<file path="config.mk">
export PLATFORM = sky130hd
export DESIGN_NAME = mmu_bus_arbiter
export DESIGN_NICKNAME = d
export VERILOG_FILES = /design/src/rtl/mmu_bus_arbiter.sv
export SDC_FILE = /design/constraint.sdc
export NUM_CORES = 1
export LEC_CHECK = 0
export ABC_AREA = 1
export BUFFER_PORTS_ARGS = -buffer_cell sky130_fd_sc_hd__buf_4
export CORE_AREA = 2 2 125 127
export CTS_BUF_LIST = sky130_fd_sc_hd__clkbuf_8
export CTS_CLUSTER_SIZE = 12
export DETAILED_ROUTE_END_ITERATION = 10
export DIE_AREA = 0 0 127 129
export GPL_TIMING_DRIVEN = 0
export HOLD_SLACK_MARGIN = 0.08
export PLACE_DENSITY = 0.51
export SYNTH_ARGS = -nofsm -noshare
export SYNTH_HDL_FRONTEND = slang
export SYNTH_SLANG_ARGS = --single-unit
export TNS_END_PERCENT = 100
</file>
<file path="constraint.sdc">
create_clock -name CLK -period 1.6 [get_ports CLK]
set_clock_uncertainty 0.1 [all_clocks]
set_input_delay 0.08 -clock CLK [delete_from_list [all_inputs] [get_ports CLK]]
set_output_delay 0.08 -clock CLK [all_outputs]
set_load 0.02 [all_outputs]
</file>
<file path="src/rtl/mmu_bus_arbiter.sv">
// Two-requester (I-fetch / load-store) arbiter for the shared D1 memory bus.
// Holds the grant for a whole burst; counts beats and releases on completion, error or claim drop.
module mmu_bus_arbiter #(
  parameter int ADDR_WIDTH     = 32,
  parameter int DATA_WIDTH     = 32,
  parameter int FIXED_PRIORITY = 0
) (
  input  logic                  CLK,
  input  logic                  RSTN,
  input  logic [ADDR_WIDTH-1:0] I_ADDR,
  input  logic [DATA_WIDTH-1:0] I_WRITE_DATA,
  input  logic                  I_WRITE,
  input  logic [2:0]            I_SIZE,
  input  logic [2:0]            I_BURST,
  input  logic                  I_CLAIM,
  output logic [DATA_WIDTH-1:0] I_READ_DATA,
  output logic                  I_READYOUT,
  output logic                  I_RESP,
  output logic                  I_GNT,
  input  logic [ADDR_WIDTH-1:0] D_ADDR,
  input  logic [DATA_WIDTH-1:0] D_WRITE_DATA,
  input  logic                  D_WRITE,
  input  logic [2:0]            D_SIZE,
  input  logic [2:0]            D_BURST,
  input  logic                  D_CLAIM,
  output logic [DATA_WIDTH-1:0] D_READ_DATA,
  output logic                  D_READYOUT,
  output logic                  D_RESP,
  output logic                  D_GNT,
  output logic [ADDR_WIDTH-1:0] M_ADDR,
  output logic [DATA_WIDTH-1:0] M_WRITE_DATA,
  output logic                  M_WRITE,
  output logic [2:0]            M_SIZE,
  output logic [2:0]            M_BURST,
  output logic                  M_CLAIM,
  input  logic [DATA_WIDTH-1:0] M_READ_DATA,
  input  logic                  M_READYOUT,
  input  logic                  M_RESP
);

  typedef enum logic [1:0] {IDLE, OWN_I, OWN_D} state_e;

  localparam logic PORT_I = 1'b0;
  localparam logic PORT_D = 1'b1;
  localparam logic [4:0] MAX_BEATS = 5'd16;

  state_e     state_q, state_d;
  logic       last_q, last_d;
  logic [4:0] target_q, target_d;
  logic [4:0] count_q, count_d;

  logic       pick_d;
  logic       own_i, own_d;
  logic       own_claim;
  logic       beat_ok;
  logic [4:0] count_inc;

  // Beat target of 0 marks an unbounded INCR burst.
  function automatic logic [4:0] beat_target(input logic [2:0] burst);
    logic [4:0] t;
    case (burst)
      3'd0:       t = 5'd1;
      3'd1:       t = 5'd0;
      3'd2, 3'd3: t = 5'd4;
      3'd4, 3'd5: t = 5'd8;
      default:    t = 5'd16;
    endcase
    return t;
  endfunction

  assign own_i     = (state_q == OWN_I);
  assign own_d     = (state_q == OWN_D);
  assign own_claim = own_i ? I_CLAIM : D_CLAIM;
  assign beat_ok   = M_READYOUT & ~M_RESP;
  assign count_inc = (count_q == MAX_BEATS) ? count_q : count_q + 5'd1;

  always_comb begin
    state_d  = state_q;
    last_d   = last_q;
    target_d = target_q;
    count_d  = count_q;
    pick_d   = D_CLAIM;

    if (I_CLAIM && D_CLAIM) begin
      if (FIXED_PRIORITY != 0) pick_d = PORT_D;
      else                     pick_d = (last_q == PORT_D) ? PORT_I : PORT_D;
    end

    case (state_q)
      IDLE: begin
        if (I_CLAIM || D_CLAIM) begin
          state_d  = (pick_d == PORT_D) ? OWN_D : OWN_I;
          target_d = beat_target((pick_d == PORT_D) ? D_BURST : I_BURST);
          count_d  = 5'd0;
          last_d   = pick_d;
        end
      end
      OWN_I, OWN_D: begin
        if (beat_ok) count_d = count_inc;
        // Leaving straight to IDLE guarantees a gap cycle between owners.
        if (M_RESP || !own_claim ||
            (beat_ok && (target_q != 5'd0) && (count_inc == target_q)))
          state_d = IDLE;
      end
      default: state_d = IDLE;
    endcase
  end

  always_ff @(posedge CLK) begin
    if (!RSTN) begin
      state_q  <= IDLE;
      last_q   <= PORT_D;
      target_q <= 5'd0;
      count_q  <= 5'd0;
    end else begin
      state_q  <= state_d;
      last_q   <= last_d;
      target_q <= target_d;
      count_q  <= count_d;
    end
  end

  assign M_ADDR       = own_i ? I_ADDR       : own_d ? D_ADDR       : '0;
  assign M_WRITE_DATA = own_i ? I_WRITE_DATA : own_d ? D_WRITE_DATA : '0;
  assign M_WRITE      = own_i ? I_WRITE      : own_d ? D_WRITE      : 1'b0;
  assign M_SIZE       = own_i ? I_SIZE       : own_d ? D_SIZE       : 3'd0;
  assign M_BURST      = own_i ? I_BURST      : own_d ? D_BURST      : 3'd0;
  assign M_CLAIM      = own_i ? I_CLAIM      : own_d ? D_CLAIM      : 1'b0;

  assign I_READ_DATA = own_i ? M_READ_DATA : '0;
  assign I_READYOUT  = own_i & M_READYOUT;
  assign I_RESP      = own_i & M_RESP;
  assign I_GNT       = own_i;

  assign D_READ_DATA = own_d ? M_READ_DATA : '0;
  assign D_READYOUT  = own_d & M_READYOUT;
  assign D_RESP      = own_d & M_RESP;
  assign D_GNT       = own_d;

endmodule

</file>
==> flow_summary.ini, run 1 <==
[status]
outcome = finished, violations left
violations = setup timing

[worst_setup_path]
arrival_ns = 1.54
cp-end-kind = primary output
worstPathRequired_ns = 1.42
crit_family = buffers and inverters
crit_chain = inv_4, ha_4, buf_6, buf_12, buf_12, buf_8, nand2_2, inv_2, buf_6
crit_cells = 9
path_buf_inv = 7
critPathKind = reg -> out
cp-start-kind = flip-flop
slowest_delay_ns = 0.37
worst_path_max_delay_cell = dfxtp_4
cp_max_fo = 5
reg2reg_depth = 8

[routing]
wl_per_cell_um = 16.0
first_iter_violations = 128
vias = 4404
vias_per_cell = 4.18
routed_wl_um = 16900
drcViolationCount = 0
final_antenna_net_count = 0
drt_pass1_iterations = 4

[global_route]
grt_pass1_wl_um = 22400
grt_max_degree = 11
antenna_found_initial = 1
grt_pass1_vias = 4052
track_usage = 0.175
grt_overflow = 0

[logic_synthesis]
yosys.area_share.simple = 0.612
synth_compound_area_frac = 0.0569
synth_top_area_cell = nand2_1
synth-xor-area-share = 0
ys_ff_latch = 12
synth_top_family_by_area = simple AND/OR/NAND/NOR gates
syn_inst = 514
syn-cell-area_um2 = 2370
yosys.area_share.adder = 0.0263
yosysSeqAreaShare = 0.101
ys.warnings.count = 0
avgSynthCellArea_um2 = 4.62
syn-num-nets = 699
synthDominantCellAreaShare = 0.387
muxShareOfSynthArea = 0
synth.area.top_cells = nand2_1 (39%), nand3_1 (17%), inv_1 (14%)
ys_types = 21

[timing]
timing.fmax_mhz = 582
fin_ws_ns = -0.117
setup_viol = 140
period_minus_slack_ns = 1.72
post-route-period-util = 1.07
grt_setup_unrepaired = true
drv_slew = 0
slew-limit-headroom = 0.644
hold_viol = 0
setup-tns-final_ns = -7.87
tightest_slew_ns = 0.534

[run]
cap_violations = 0

[cells_and_area]
layout_common_cells = buf_4 (237), nand2_1 (178), buf_6 (114)
utilization = 0.450
final_nets = 1051
drive_gt1_frac = 0.634
stdcell_count = 1053
fillers = 1563
area_growth_pct = 184
layout_commonest_cell = buf_4

[power]
powerDensity_nw_per_um2 = 530
p_leak_nw = 3.87
vdd_ir_drop_max_v = 0.000294

[cts]
path_clk_slew_ns = 0.05
cts.htree.levels = 1
numCtsBuffers = 3
clk_latency_ns = 0.24
clk_path_buf_depth = 2
cts_tree = built
cts.sinks = 12
cts_root_buffer = clkbuf_8

[placed_design]
globalplace.congestion = 0.816
place_inst = 1023
dp_hpwl_um = 13400
portBuffers = 321

[floorplanning]
row_count = 45
dieHeight_um = 129
io_pins = 322
core_um2 = 15000
die-width_um = 127
dieArea_um2 = 16400
start_util = 0.159

[hold_path]
hold_path.class = in -> reg
holdPathStages = 4
timing repair:
action / CTS / global route
endpoints found under the hold margin: 2 / 0
buffers inserted: 5 / 11
gates resized for setup: 234 / 136
hold buffers: 1 / 0
setup endpoints to repair: 147 / 151
gates cloned: 3 / 9
pin swaps: 15 / 27
routing by layer:
metal / vias to the layer above / wire (µm) / GRT usage
li1: 2254 / - / -
met1: 1932 / 6240 / 0.199
met2: 208 / 9110 / 0.343
met3: 10 / 1340 / 0.0374
met4: 0 / 189 / 0.0233
met5: - / 0 / 0
worst min-delay path, stage by stage:
cell	delay, ns
buf_4	0.10
o21ai_1	0.11
nand3_1	0.09
a21oi_1	0.05
cell families (layout without fill, tap and decap cells):
| kind of cell | count (synthesis) | in the layout |
|---|---|---|
| AND/OR/NAND/NOR | 351 | 351 |
| buffers and inverters | 125 | 475 |
| AO/OA/AOI/OAI | 21 | 21 |
| flip-flops | 12 | 12 |
| adder cells (fa/ha/maj) | 5 | 5 |
| other | 0 | 1 |
per-stage QoR:
| stage | setup slack [ns] | hold WS (ns) | total power [mW] | area (µm²) |
|---|---|---|---|---|
| 4_1_cts | -0.144 | 0.120 | 3.24 | 6020 |
| 3_5_place_dp | -0.362 | 0.188 | 2.49 | 5050 |
| 3_3_place_gp | -0.361 | 0.189 | 2.49 | 5050 |
| 2_1_floorplan | -0.0181 | 0.0489 | 1.39 | 2410 |
| 5_1_grt | -0.170 | 0.205 | 3.78 | 6740 |
| 6_report | -0.117 | 0.146 | 3.57 | 6740 |
final cells by class:
cell class              instances  area, µm²  area share
inverters                      91        357      0.0529
repair buffers                350       3180       0.471
diodes                          1       2.50    0.000371
well taps                     188        235      0.0349
plain buffers                  31        437      0.0648
multi-input cells             377       2230       0.332
flip-flops and latches         12        255      0.0379
clock buffers                   3       41.3     0.00613
power breakdown:
group          internal [mW]  switching, mW  total, mW  leakage [nW]
clock network          0.166          0.108      0.274        0.0216
registers              0.321         0.0265      0.347         0.101
logic                   1.44           1.51       2.95          3.75
total                   1.93           1.64       3.57          3.87
final timing paths:
check,startpoint,slack (ns),endpoint
worst max-delay path,state_q[0]$_SDFFE_PN0P_,-0.12,D_READ_DATA[25]
worst min register to register,last_q$_SDFFE_PN1P_,0.36,last_q$_SDFFE_PN1P_
worst max register to register,state_q[1]$_SDFFE_PN0P_,-0.01,count_q[4]$_SDFFE_PN0P_
worst min-delay path,D_BURST[1],0.15,target_q[3]$_SDFFE_PN0P_
state kept, by name, indices dropped and copies added (netlist names):
register  flops
count_q       5
target_q      4
state_q       2
last_q        1
synth_stat cells, drive strengths merged:
library cell / number
nand4: 3
nand3: 85
nand2: 246
a32oi: 1
clkbuf: 14
a211oi: 1
buf: 20
dfxtp: 12
ha: 5
a21oi: 14
inv: 91
o21ai: 5
nor2: 17
Note: power is estimated with default switching activity, not from simulation.
==> inputs of run 2 (changes only) <==
==> constraint.sdc (replaced) <==
create_clock -name CLK -period 1.6 [get_ports CLK]
set_clock_uncertainty 0.1 [all_clocks]
set_input_delay 0.08 -clock CLK [delete_from_list [all_inputs] [get_ports CLK]]
set_output_delay 0.08 -clock CLK [all_outputs]
set_load 0.01 [all_outputs]
==> run 2 against run 1 <==
The flow still finishes with violations (setup timing). Highest routed layer unchanged. Utilization grew 3.5 points. Routed wire length increased by 3.2%. Count of clock-buffer cells in the layout rose by 1. Register-to-register slack lost 0.06 ns. Critical endpoint is now M_WRITE_DATA[28]. Sequential share of layout area decreased by 0.34 points. Sequential cell count unchanged. Critical path type unchanged.
==> flow_summary.ini, run 2 (synthesis results as in run 1) <==
[cts]
cts.sinks = 12
cts.htree.levels = 1
cts_root_buffer = clkbuf_8
cts_tree = built
numCtsBuffers = 3
clk_path_buf_depth = 2
clk_latency_ns = 0.24
path_clk_slew_ns = 0.06

[floorplanning]
dieHeight_um = 129
io_pins = 322
dieArea_um2 = 16400
core_um2 = 15000
row_count = 45
start_util = 0.159
die-width_um = 127

[timing]
setup_viol = 133
tightest_slew_ns = 0.542
slew-limit-headroom = 0.639
grt_setup_unrepaired = true
whs_ns = 0.170
drv_slew = 0
period_minus_slack_ns = 1.73
hold_viol = 0
post-route-period-util = 1.08
timing.fmax_mhz = 576
fin_ws_ns = -0.135
setup-tns-final_ns = -9.35

[global_route]
grt_max_degree = 11
antenna_found_initial = 0
grt_pass1_vias = 4154
grt_overflow = 0
grt_pass1_wl_um = 23200
track_usage = 0.180

[worst_setup_path]
startpoint = state_q[1]$_SDFFE_PN0P_
reg2reg_depth = 10
worstPathRequired_ns = 1.42
arrival_ns = 1.55
r2r_end = state_q[0]$_SDFFE_PN0P_
cp-start-kind = flip-flop
r2r_slack_ns = -0.07
cp-end-kind = primary output
critPathKind = reg -> out
cp_max_fo = 10
r2r_start = state_q[1]$_SDFFE_PN0P_
endpoint = M_WRITE_DATA[28]

[routing]
drcViolationCount = 0
drt_pass1_iterations = 4
vias_per_cell = 4.26
vias = 4516
routed_wl_um = 17400
wl_per_cell_um = 16.4
first_iter_violations = 115
final_antenna_net_count = 0

[cells_and_area]
drive_gt1_frac = 0.713
final_nets = 1058
area_growth_pct = 206
layout_common_cells = buf_4 (245), nand2_1 (146), buf_6 (105)
diodes = 0
largest_register_ffs = 5
top_regs = count_q x5, target_q x4, state_q x2
layout_commonest_cell = buf_4
final_area_um2 = 7260
top_register = count_q
stdcell_count = 1060

[power]
combPwrFrac = 0.819
p_leak_nw = 4.12
switching_power_mw = 1.59
powerDensity_nw_per_um2 = 515
switching_share = 0.424
clkPwrFrac = 0.089
pwr-share-seq = 0.092
internal_power_mw = 2.15
vdd_ir_drop_max_v = 0.000244

[run]
cap_violations = 0

[placed_design]
portBuffers = 321
dp_hpwl_um = 13200
globalplace.congestion = 0.787
place_area_um2 = 5020
place_inst = 1023
pre_cts_ws_ns = -0.640

[status]
violations = setup timing
outcome = finished, violations left

[hold_path]
hold_path.class = in -> reg
==> run 2: cell count changes in the layout (fill, tap and decap cells not counted), sizes merged <==
cell / change
buf: +7
diode: -1
clkbuf: +1
==> run 2: timing repair <==
item,CTS,global route
cloned,8,6
endpoints found under the setup margin,148,149
gates resized for setup,229,287
hold endpoints to repair,2,0
hold buffers,1,0
buffers inserted,12,9
pin swaps,31,71
==> run 2: final cells by class <==
cell class | instances | area (µm²)
fillers | 1515 | 7710
repair buffers | 357 | 3250
multi-input cells | 377 | 2610
plain buffers | 31 | 498
inverters | 91 | 362
flip-flops and latches | 12 | 250
well taps | 188 | 235
clock buffers | 4 | 55.1
==> run 2: metrics by stage <==
step / util / power (mW)
after detailed placement: 0.335 / 2.23
after global placement: 0.335 / 2.23
after floorplan: - / 1.13
after CTS: 0.408 / 3.17
final: 0.485 / 3.74
after global routing: 0.485 / 3.97
==> run 2: worst max-delay path, cell delays in order, from the launching register on <==
cell	delay [ns]
dfxtp_2	0.32
buf_4	0.14
ha_4	0.17
buf_12	0.13
buf_12	0.13
buf_12	0.14
nand3_1	0.07
nand2_1	0.06
buf_6	0.12
==> run 2: worst min-delay path by stage <==
| stage | from | cells after the start | to | slack [ns] |
|---|---|---|---|---|
| after floorplan | RSTN | 1 | last_q$_SDFFE_PN1P_ | 0.05 |
| after global placement | RSTN | 2 | last_q$_SDFFE_PN1P_ | 0.18 |
| after detailed placement | RSTN | 2 | last_q$_SDFFE_PN1P_ | 0.18 |
| after CTS | D_BURST[1] | 4 | target_q[3]$_SDFFE_PN0P_ | 0.14 |
| after global routing | D_BURST[1] | 4 | target_q[3]$_SDFFE_PN0P_ | 0.20 |
| final | D_BURST[1] | 4 | target_q[3]$_SDFFE_PN0P_ | 0.17 |
==> run 2: power groups by stage <==
stage               clock, mW  sequential [mW]  combinational [mW]
finish                  0.334            0.343                3.06
CTS                     0.343            0.341                2.48
detailed placement          0            0.344                1.89
global route            0.360            0.345                3.26
floorplan                   0            0.339               0.788
global placement            0            0.344                1.89
==> run 2: routing by layer <==
metal	track usage	wire, µm	up-vias
met5	0	0	-
met4	0.0259	227	0
met3	0.0486	1410	16
met2	0.339	9140	232
met1	0.209	6650	2000
li1	-	-	2268
